**src/rtl/uart_pkg.sv**
```systemverilog
// Shared UART definitions: byte width, bit timing, frame length and the
// arbiter FSM state encoding.
package uart_pkg;

   localparam int UART_BYTE_W  = 8;
   localparam int CLKS_PER_BIT = 8;
   localparam int FRAME_CLKS   = 10 * CLKS_PER_BIT;

   typedef enum logic [2:0] {
      ST_IDLE      = 3'd0,
      ST_LOAD      = 3'd1,
      ST_WAIT_DONE = 3'd2,
      ST_GAP       = 3'd3,
      ST_HOLD      = 3'd4
   } arb_state_e;

   // Pick byte lane idx out of a flattened requester data bus (up to 8 lanes).
   function automatic logic [UART_BYTE_W-1:0] byte_lane(input logic [63:0] bus,
                                                        input logic [2:0]  idx);
      return bus[{idx, 3'b000} +: UART_BYTE_W];
   endfunction

endpackage

```
**src/rtl/rr_priority_sel.sv**
```systemverilog
// Combinational round-robin selector: first set request strictly after the
// previous winner, wrapping around; returns one-hot and encoded winner.
module rr_priority_sel #(
   parameter int N = 4,
   parameter int W = (N > 1) ? $clog2(N) : 1
) (
   input  logic [N-1:0] req,
   input  logic [W-1:0] last,
   output logic [N-1:0] gnt,
   output logic [W-1:0] idx
);

   logic         found_s;
   logic         hit_s;
   logic [W-1:0] slot_s;

   // Scan N slots starting one past the previous winner; first hit wins.
   always_comb begin
      gnt     = '0;
      idx     = '0;
      found_s = 1'b0;
      hit_s   = 1'b0;
      slot_s  = '0;
      for (int k = 1; k <= N; k++) begin
         slot_s      = W'((int'(last) + k) % N);
         hit_s       = req[slot_s] & ~found_s;
         gnt[slot_s] = hit_s;
         idx         = hit_s ? slot_s : idx;
         found_s     = found_s | hit_s;
      end
   end

endmodule

```
**src/rtl/uart_tx_arbiter.sv**
```systemverilog
// Round-robin scheduler sharing one uart_tx between NUM_REQ byte streams,
// with an inter-frame idle gap and capped packet locking.
module uart_tx_arbiter
   import uart_pkg::*;
#(
   parameter  int NUM_REQ  = 4,
   parameter  int GAP_CLKS = 8,
   parameter  int MAX_PKT  = 16,
   localparam int IW       = $clog2(NUM_REQ)
) (
   input  logic                     clk,
   input  logic                     rst,
   input  logic [NUM_REQ-1:0]       req_valid,
   input  logic [8*NUM_REQ-1:0]     req_data,
   input  logic [NUM_REQ-1:0]       req_last,
   output logic [NUM_REQ-1:0]       req_ready,
   output logic                     tx_load,
   output logic [UART_BYTE_W-1:0]   tx_data,
   input  logic                     tx_done,
   output logic [IW-1:0]            grant_id,
   output logic                     locked,
   output logic                     busy
);

   localparam int             CW        = $clog2(MAX_PKT + 1);
   localparam int             GW        = (GAP_CLKS > 1) ? $clog2(GAP_CLKS) : 1;
   localparam logic [GW-1:0]  GAP_LAST  = GW'((GAP_CLKS > 0) ? GAP_CLKS - 1 : 0);
   localparam logic [CW-1:0]  CNT_MAX   = CW'(MAX_PKT);
   localparam logic [IW-1:0]  LAST_INIT = IW'(NUM_REQ - 1);
   localparam bit             NO_GAP    = (GAP_CLKS == 0);

   arb_state_e             state_r;
   logic [IW-1:0]          last_grant_r;
   logic [CW-1:0]          cnt_r;
   logic [GW-1:0]          gap_r;

   logic [NUM_REQ-1:0]     rr_gnt_s;
   logic [IW-1:0]          rr_idx_s;
   logic [IW-1:0]          sel_idx_s;
   logic [NUM_REQ-1:0]     hold_mask_s;
   logic                   accept_s;
   logic [CW-1:0]          cnt_next_s;
   logic [UART_BYTE_W-1:0] sel_byte_s;
   logic                   release_s;
   logic                   frame_end_s;

   rr_priority_sel #(
      .N   (NUM_REQ),
      .W   (IW)
   ) u_rr (
      .req (req_valid),
      .last(last_grant_r),
      .gnt (rr_gnt_s),
      .idx (rr_idx_s)
   );

   // Ready/select decode: round-robin in IDLE, owner-only in HOLD, none otherwise.
   always_comb begin
      hold_mask_s           = '0;
      hold_mask_s[grant_id] = 1'b1;
      case (state_r)
         ST_IDLE: begin
            req_ready = rr_gnt_s;
            sel_idx_s = rr_idx_s;
         end
         ST_HOLD: begin
            req_ready = hold_mask_s & req_valid;
            sel_idx_s = grant_id;
         end
         default: begin
            req_ready = '0;
            sel_idx_s = grant_id;
         end
      endcase
      accept_s    = |req_ready;
      cnt_next_s  = cnt_r + CW'(1);
      sel_byte_s  = byte_lane(64'(req_data), 3'(sel_idx_s));
      // The cap drops the lock even when the requester never flags last.
      release_s   = req_last[sel_idx_s] | (cnt_next_s == CNT_MAX);
      frame_end_s = ((state_r == ST_GAP) && (gap_r == GAP_LAST)) ||
                    ((state_r == ST_WAIT_DONE) && tx_done && NO_GAP);
   end

   // Arbiter FSM with registered load pulse, data latch and packet bookkeeping.
   always_ff @(posedge clk) begin
      if (rst) begin
         state_r      <= ST_IDLE;
         tx_load      <= 1'b0;
         tx_data      <= '0;
         grant_id     <= '0;
         locked       <= 1'b0;
         last_grant_r <= LAST_INIT;
         cnt_r        <= '0;
         gap_r        <= '0;
      end else begin
         case (state_r)
            ST_IDLE, ST_HOLD: begin
               if (accept_s) begin
                  tx_data  <= sel_byte_s;
                  grant_id <= sel_idx_s;
                  locked   <= ~release_s;
                  cnt_r    <= cnt_next_s;
                  tx_load  <= 1'b1;
                  state_r  <= ST_LOAD;
               end else begin
                  state_r  <= state_r;
               end
            end
            ST_LOAD: begin
               tx_load <= 1'b0;
               state_r <= ST_WAIT_DONE;
            end
            ST_WAIT_DONE: begin
               gap_r <= '0;
               if (frame_end_s) begin
                  state_r <= locked ? ST_HOLD : ST_IDLE;
               end else if (tx_done) begin
                  state_r <= ST_GAP;
               end else begin
                  state_r <= ST_WAIT_DONE;
               end
            end
            ST_GAP: begin
               gap_r <= gap_r + GW'(1);
               if (frame_end_s) begin
                  state_r <= locked ? ST_HOLD : ST_IDLE;
               end else begin
                  state_r <= ST_GAP;
               end
            end
            default: begin
               tx_load <= 1'b0;
               state_r <= ST_IDLE;
            end
         endcase
         // Returning to IDLE closes the packet: advance pointer, restart count.
         if (frame_end_s && !locked) begin
            last_grant_r <= grant_id;
            cnt_r        <= '0;
         end else begin
            last_grant_r <= last_grant_r;
         end
      end
   end

   assign busy = (state_r != ST_IDLE);

endmodule

```
**config.mk**
```make
export PLATFORM = sky130hd
export DESIGN_NAME = uart_tx_arbiter
export DESIGN_NICKNAME = d
export VERILOG_FILES = /design/src/rtl/uart_pkg.sv /design/src/rtl/rr_priority_sel.sv /design/src/rtl/uart_tx_arbiter.sv
export SDC_FILE = /design/constraint.sdc
export NUM_CORES = 1
export LEC_CHECK = 0
export ABC_AREA = 1
export CAP_MARGIN = 25
export CORE_ASPECT_RATIO = 0.6
export CORE_MARGIN = 2
export CORE_UTILIZATION = 48
export CTS_CLUSTER_DIAMETER = 150
export DETAILED_ROUTE_END_ITERATION = 12
export PLACE_DENSITY = 0.79
export SLEW_MARGIN = 5
export SYNTH_ARGS = -nofsm -noshare
export SYNTH_HDL_FRONTEND = slang
export SYNTH_HIERARCHICAL = 1
export SYNTH_SLANG_ARGS = --single-unit
```
**constraint.sdc**
```tcl
create_clock -name clk -period 2.8 [get_ports clk]
set_input_delay 0.42 -clock clk [delete_from_list [all_inputs] [get_ports clk]]
set_output_delay 0.42 -clock clk [all_outputs]
set_load 0.05 [all_outputs]
```
# Word level (Yosys, flattened, before mapping)

Cells that the tools add are included.

$add $sub $neg: 6
Order comparisons: 11
Eq/ne operators: 7
Shift operators: 1
Multiplexer cells: 38
Bitwise gates (word level): 13
Reduce and logical (&&, ||, !) cells: 17

Operator list:

| cell                                                                                 | count |
|---|---|
| 64-bit by 6-bit variable part select with 8-bit output                               | 1 |
| 2-bit by 3-bit < comparator with 1-bit output (second input constant)                | 6 |
| 4-bit bitwise mux                                                                    | 3 |
| 1-bit two-way mux                                                                    | 12 |
| 3-bit two-way mux                                                                    | 4 |
| 3-bit case mux with 4 select lines                                                   | 1 |
| 1-bit binary-select mux with 2-bit select                                            | 5 |
| 1-bit demux with 2-bit select                                                        | 5 |
| 2-bit by 1-bit greater-or-equal comparator with 1-bit output (second input constant) | 5 |
| 2-bit two-way mux                                                                    | 5 |
| 4-bit bitwise AND                                                                    | 2 |
| 4-bit case mux with 2 select lines                                                   | 1 |
| 1-bit logical AND                                                                    | 7 |
| 3-bit by 2-bit equality test with 1-bit output (second input constant)               | 2 |
| 3-bit equality test (second input constant)                                          | 2 |
| 3-bit case mux with 2 select lines                                                   | 1 |
| 2-bit OR reduction                                                                   | 3 |
| 5-bit by 1-bit adder with 5-bit output (second input constant)                       | 1 |
| 5-bit equality test (second input constant)                                          | 1 |
| 1-bit NOT                                                                            | 5 |
| 2-bit by 1-bit adder with 2-bit output (second input constant)                       | 2 |
| 2-bit adder (second input constant)                                                  | 2 |
| 2-bit AND reduction                                                                  | 2 |
| 4-bit OR reduction                                                                   | 1 |
| 10 further kinds                                                                     | 14 |

Flip-flop bits (word level): 25
Input port bits: 43
Output and inout bits: 17
Word-level logic and storage cells: 101

# Longest topological paths before layout

Depth after elaboration: 17
Depth in mapped cells: 20
Depth with buffers taken out: 18

# Modules after synthesis

Netlist, hierarchy kept.

Modules (own cells, without submodules):

| module          | times used | cells each | area an instance (um2) | seq. area each (um2) |
|---|---|---|---|---|
| uart_tx_arbiter | 1          | 224        | 1,525.2                | 500.5 |
| rr_priority_sel | 1          | 91         | 569.3                  | 0.0 |

# Least setup slack after synthesis

OpenSTA, ideal clock, no wires.

Path type: register -> register
From: register last_grant_r[0]
To: register tx_data[1]
Library setup time: 118 ps
Arrival time: 2,559 ps
Data required time: 2,682 ps
Path slack: 124 ps
Cell stages (with the launch flop): 20
Path buffers: 2
Clock period less this slack: 2,676 ps
Path through: dfxtp_1 > buf_6 > inv_8 > ha_1 > inv_2 > nand3_2 > nand2_4 > nor2_8 > nand3_1 > nand2_1 > nand2_1 > nand2_1 > nand3_1 > o21ai_2 > nor2_2 > nand2_4 > clkinv_4 > buf_6 > nor2_1 > nor2_1

Cells in the longest elaborated chain, start to end: 15
Elaborated cells on any way between the ends: 53
Those cells by class: 4 x add/sub; 8 x order compare; 1 x shift; 25 x mux; 9 x bitwise; 6 x reduce/logical

Ends and longest elaborated chain:

| element                                   | line                   | text |
|---|---|---|
| start: declaration                        | uart_tx_arbiter.sv:33  | `logic [IW-1:0] last_grant_r;` |
| start signal: assignment                  | uart_tx_arbiter.sv:138 | `last_grant_r <= grant_id;` |
| start signal: assignment                  | uart_tx_arbiter.sv:141 | `last_grant_r <= last_grant_r;` |
| 2-bit by 1-bit adder with 2-bit output    | rr_priority_sel.sv:25  | `slot_s = W'((int'(last) + k) % N);` |
| 1-bit binary-select mux with 2-bit select | rr_priority_sel.sv:26  | `hit_s = req[slot_s] & ~found_s;` |
| 1-bit two-way mux (implied by the code)   | rr_priority_sel.sv:26  |  |
| 1-bit NOT                                 | rr_priority_sel.sv:26  |  |
| 1-bit bitwise AND                         | rr_priority_sel.sv:26  |  |
| 1-bit OR                                  | rr_priority_sel.sv:29  | `found_s = found_s \| hit_s;` |
| 1-bit NOT                                 | rr_priority_sel.sv:26  |  |
| 1-bit bitwise AND                         | rr_priority_sel.sv:26  |  |
| 1-bit OR                                  | rr_priority_sel.sv:29  |  |
| 1-bit NOT                                 | rr_priority_sel.sv:26  |  |
| 1-bit bitwise AND                         | rr_priority_sel.sv:26  |  |
| 4-bit bitwise mux (*)                     | rr_priority_sel.sv:27  | `gnt[slot_s] = hit_s;` |
| via rr_gnt_s[3]                           | uart_tx_arbiter.sv:37  | `logic [NUM_REQ-1:0] rr_gnt_s;` |
| 4-bit case mux with 2 select lines (*)    | uart_tx_arbiter.sv:61  | `case (state_r)` |
| via req_ready[3]                          | uart_tx_arbiter.sv:16  | `output logic [NUM_REQ-1:0] req_ready,` |
| 4-bit OR reduction (*)                    | uart_tx_arbiter.sv:75  | `accept_s = \|req_ready;` |
| 2-bit AND reduction (no source line) (*)  | n/a                    |  |
| end signal: assignment                    | uart_tx_arbiter.sv:99  | `tx_data <= sel_byte_s;` |
| end: declaration                          | uart_tx_arbiter.sv:18  | `output logic [UART_BYTE_W-1:0] tx_data,` |

The timed path passes the listed nets; every way through them passes the cells marked *. The select of a mux whose other input is x is not followed.
A chain may end at the register's enable or synchronous reset.

# Worst setup path in the final report

From: input port req_valid[2]
To: output port req_ready[2]

Cells in the longest elaborated chain, start to end: 12
Elaborated cells on any way between the ends: 22
Those cells by class: 12 x mux; 10 x bitwise

Ends and longest elaborated chain:

| element                                   | line                  | text |
|---|---|---|
| start: declaration                        | uart_tx_arbiter.sv:13 | `input logic [NUM_REQ-1:0] req_valid,` |
| 1-bit binary-select mux with 2-bit select | rr_priority_sel.sv:26 |  |
| 1-bit two-way mux (implied by the code)   | rr_priority_sel.sv:26 |  |
| 1-bit NOT                                 | rr_priority_sel.sv:26 |  |
| 1-bit bitwise AND                         | rr_priority_sel.sv:26 |  |
| 1-bit OR                                  | rr_priority_sel.sv:29 |  |
| 1-bit NOT                                 | rr_priority_sel.sv:26 |  |
| 1-bit bitwise AND                         | rr_priority_sel.sv:26 |  |
| 1-bit OR                                  | rr_priority_sel.sv:29 |  |
| 1-bit NOT                                 | rr_priority_sel.sv:26 |  |
| 1-bit bitwise AND                         | rr_priority_sel.sv:26 |  |
| 4-bit bitwise mux (*)                     | rr_priority_sel.sv:27 |  |
| via rr_gnt_s[2]                           | uart_tx_arbiter.sv:37 |  |
| 4-bit case mux with 2 select lines (*)    | uart_tx_arbiter.sv:61 |  |
| end: declaration                          | uart_tx_arbiter.sv:16 |  |

Marked as above.

==> impl_metrics.json <==
{
  "grt_use_total_pct": 24.7,
  "seqPwrFrac_pct": 34.9,
  "ys_seq_elements": 25,
  "ios": 60,
  "synth_area_leaders": "dfxtp_1 24%, nand2_1 15%, nand3_1 7.4%",
  "htreeDepth": 1,
  "cts_tree": "built",
  "clockBufferDepth": 2,
  "cts.repair.resized": 0,
  "crit_buf_inv": 3,
  "syn_nets": 370,
  "status": "finished clean",
  "synth-edff-count": 0,
  "ant_nets": 0,
  "grt-ovfl-total": 0,
  "power_switching_mw": 0.551,
  "finalCritPeriodShare_pct": 92.8,
  "tightestPinTransition_ns": 0.530,
  "power.density_nw_per_um2": 453,
  "port_buffers": 59,
  "clk_pin_slew_worst_paths_ns": 0.08,
  "crit_chain": "clkdlybuf4s50_1 -> inv_1 -> nand2_2 -> nand2_1 -> o21ai_4 -> nand3_1 -> nand2_1 -> nand3_1 -> nand2_1 -> nand3_1 -> o21ai_4 -> buf_12",
  "wirelength_um": 5930,
  "rsz0062_at_grt": "true",
  "setup_ws_ns": 0.200,
  "hpwl_um": 4720,
  "vias": 2241,
  "grt_pass1_vias": 1885,
  "peakVddDrop_mv": 0.441,
  "cellInternalPower_mw": 0.731,
  "sw_frac_of_total_pct": 43.0,
  "fin_crit_ns": 2.60,
  "critPathMaxStageDelay_ns": 0.52,
  "clock_skew_ns": 0.00740,
  "grt_pass1_wl_um": 9210,
  "antenna_found_initial": 0,
  "final_nets": 432,
  "critPathCaptureType": "output pin",
  "worstSkewPairLatency_ns": 0.27,
  "dieHeight_um": 55.2,
  "clkSinkCount": 25,
  "p_total_mw": 1.28,
  "setup_viol": 0,
  "power_frac_clock_pct": 16.6,
  "cts-root-buf": "clkbuf_8",
  "ys_seq_area_share_pct": 23.9,
  "die_x_um": 89.3,
  "initial_utilization_pct": 50.5,
  "slew_headroom_pct": 64.4,
  "report.final.slew_viol_count": 0,
  "drive_above_1_share_pct": 15.7,
  "required_ns": 2.38,
  "fmax_ghz": 0.385,
  "syn-instance-count": 315,
  "drv_cap": 0,
  "vias_per_cell": 5.14,
  "coreArea_um2": 4140,
  "worstPathMaxFanout": 6,
  "cpMaxStageDelayCell": "clkdlybuf4s50_1",
  "row_count": 18,
  "finalSetupTns_ns": 0,
  "synth_top_cell_by_area": "dfxtp_1",
  "grt_max_degree": 23,
  "cp.arrival_ns": 2.18,
  "critPathTopFamily": "buffers and inverters",
  "hold_buffers": 0,
  "comb_power_share_pct": 48.5,
  "min_path_type": "reg2reg",
  "routabilityCongestion": 0.921,
  "synth.distinct_cells": 32,
  "hold_viol": 0,
  "drt_iter0_drc": 113,
  "synth_area_um2": 2090,
  "nFillCells": 366,
  "dr.pass1.iters": 5,
  "ys_warn_count": 6,
  "dp.cells": 431,
  "start_kind": "input port",
  "syn_avg_cell_area_um2": 6.65,
  "wire_per_inst_um": 13.6,
  "synth_top_flop_cell": "dfxtp_1",
  "dp_slack_ns": 0.00243,
  "fin_util_pct": 68.3,
  "cts_buffers": 3,
  "dieArea_um2": 4930,
  "drc": 0,
  "async_reset_ff_share_pct": 0,
  "area_delta_synth_final_pct": 35.2,
  "fin_cells": 436,
  "leakagePower_nw": 1.28,
  "diodes": 0,
  "post_cts_buffers": 0,
  "synth_top_area_share_pct": 23.9,
  "path_class": "in2out"
}
sequential cells by signal, summed over array words and instances (netlist names):
signal / flops
tx_load: 1
gap_r: 3
locked: 1
cnt_r: 5
state_r: 3
grant_id: 2
last_grant_r: 2
tx_data: 8
path summary, 6_finish.rpt:
check                                     start           end  slack [ns]  cells past startpoint
worst min register to register         gap_r[0]      gap_r[0]        0.46                      1
worst min-delay path                   gap_r[0]      gap_r[0]        0.46                      1
worst max-delay path               req_valid[2]  req_ready[2]        0.20                     12
worst max register to register  last_grant_r[0]    tx_data[1]        0.32                     15
per-stage QoR:
stage	area [µm²]	hold WS, ns
final	2830	0.463
after global routing	2830	0.485
after CTS	2800	0.465
after detailed placement	2760	0.453
after global placement	2760	0.452
after floorplan	2090	0.428
per-layer routing:
| layer | track usage [%] | vias up | part of all wire, % |
|---|---|---|---|
| met5 | 0 | - | 0 |
| met2 | 34.3 | 67 | 39 |
| met1 | 38.6 | 1016 | 54 |
| li1 | - | 1156 | - |
| met4 | 1.49 | 0 | 0.10 |
| met3 | 7.12 | 2 | 6.6 |
power by group through the flow:
stage	clock network, mW	logic, mW	registers, mW
after global placement	0	0.605	0.451
final	0.213	0.622	0.447
after CTS	0.216	0.615	0.445
after floorplan	0	0.325	0.548
after global routing	0.232	0.674	0.452
after detailed placement	0	0.612	0.452
kinds of logic after synthesis:
kind of cell / synth area share [%]
AO/OA/AOI/OAI: 14.6
XOR/XNOR: 1.25
AND/OR/NAND/NOR: 43.7
adder cells (fa/ha/maj): 7.17
buffers and inverters: 9.38
flip-flops: 23.9
cells in the final DEF, fill, tap and decap left out, types with 2 or more instances in the layout:
| master | n |
|---|---|
| nand2_1 | 85 |
| clkdlybuf4s50_1 | 55 |
| nand3_1 | 31 |
| nor2_1 | 30 |
| dfxtp_1 | 24 |
| inv_1 | 20 |
| o21ai_0 | 19 |
| nand2_2 | 12 |
| a21oi_1 | 12 |
| o21ai_1 | 12 |
| ha_1 | 11 |
| inv_2 | 8 |
| nand2_4 | 7 |
| nand4_1 | 7 |
| buf_12 | 4 |
| buf_4 | 4 |
| nand3_2 | 4 |
| nor2_4 | 3 |
| nor3_1 | 3 |
| clkbuf_8 | 3 |
| o21ai_4 | 2 |
| xnor2_1 | 2 |
| a21oi_2 | 2 |
| o211ai_1 | 2 |
| a211oi_2 | 2 |
final cells by class:
class	instances	area (µm²)	area share (%)
repair buffers	63	661	23.3
flip-flops and latches	25	502	17.7
inverters	30	125	4.42
well taps	60	75.1	2.65
multi-input cells	254	1420	50.3
clock buffers	4	45.0	1.59
cells in the mapped netlist, drive strengths merged, types with 2 or more instances:
cell type    n
o211ai       2
nand2      103
nor2        35
dfxtp       25
xnor2        2
a21oi       14
inv         29
ha          12
a211oi       2
buf          6
nand4        7
o21ai       34
nand3       35
nor3         3
Note: power is estimated with default switching activity, not from simulation.
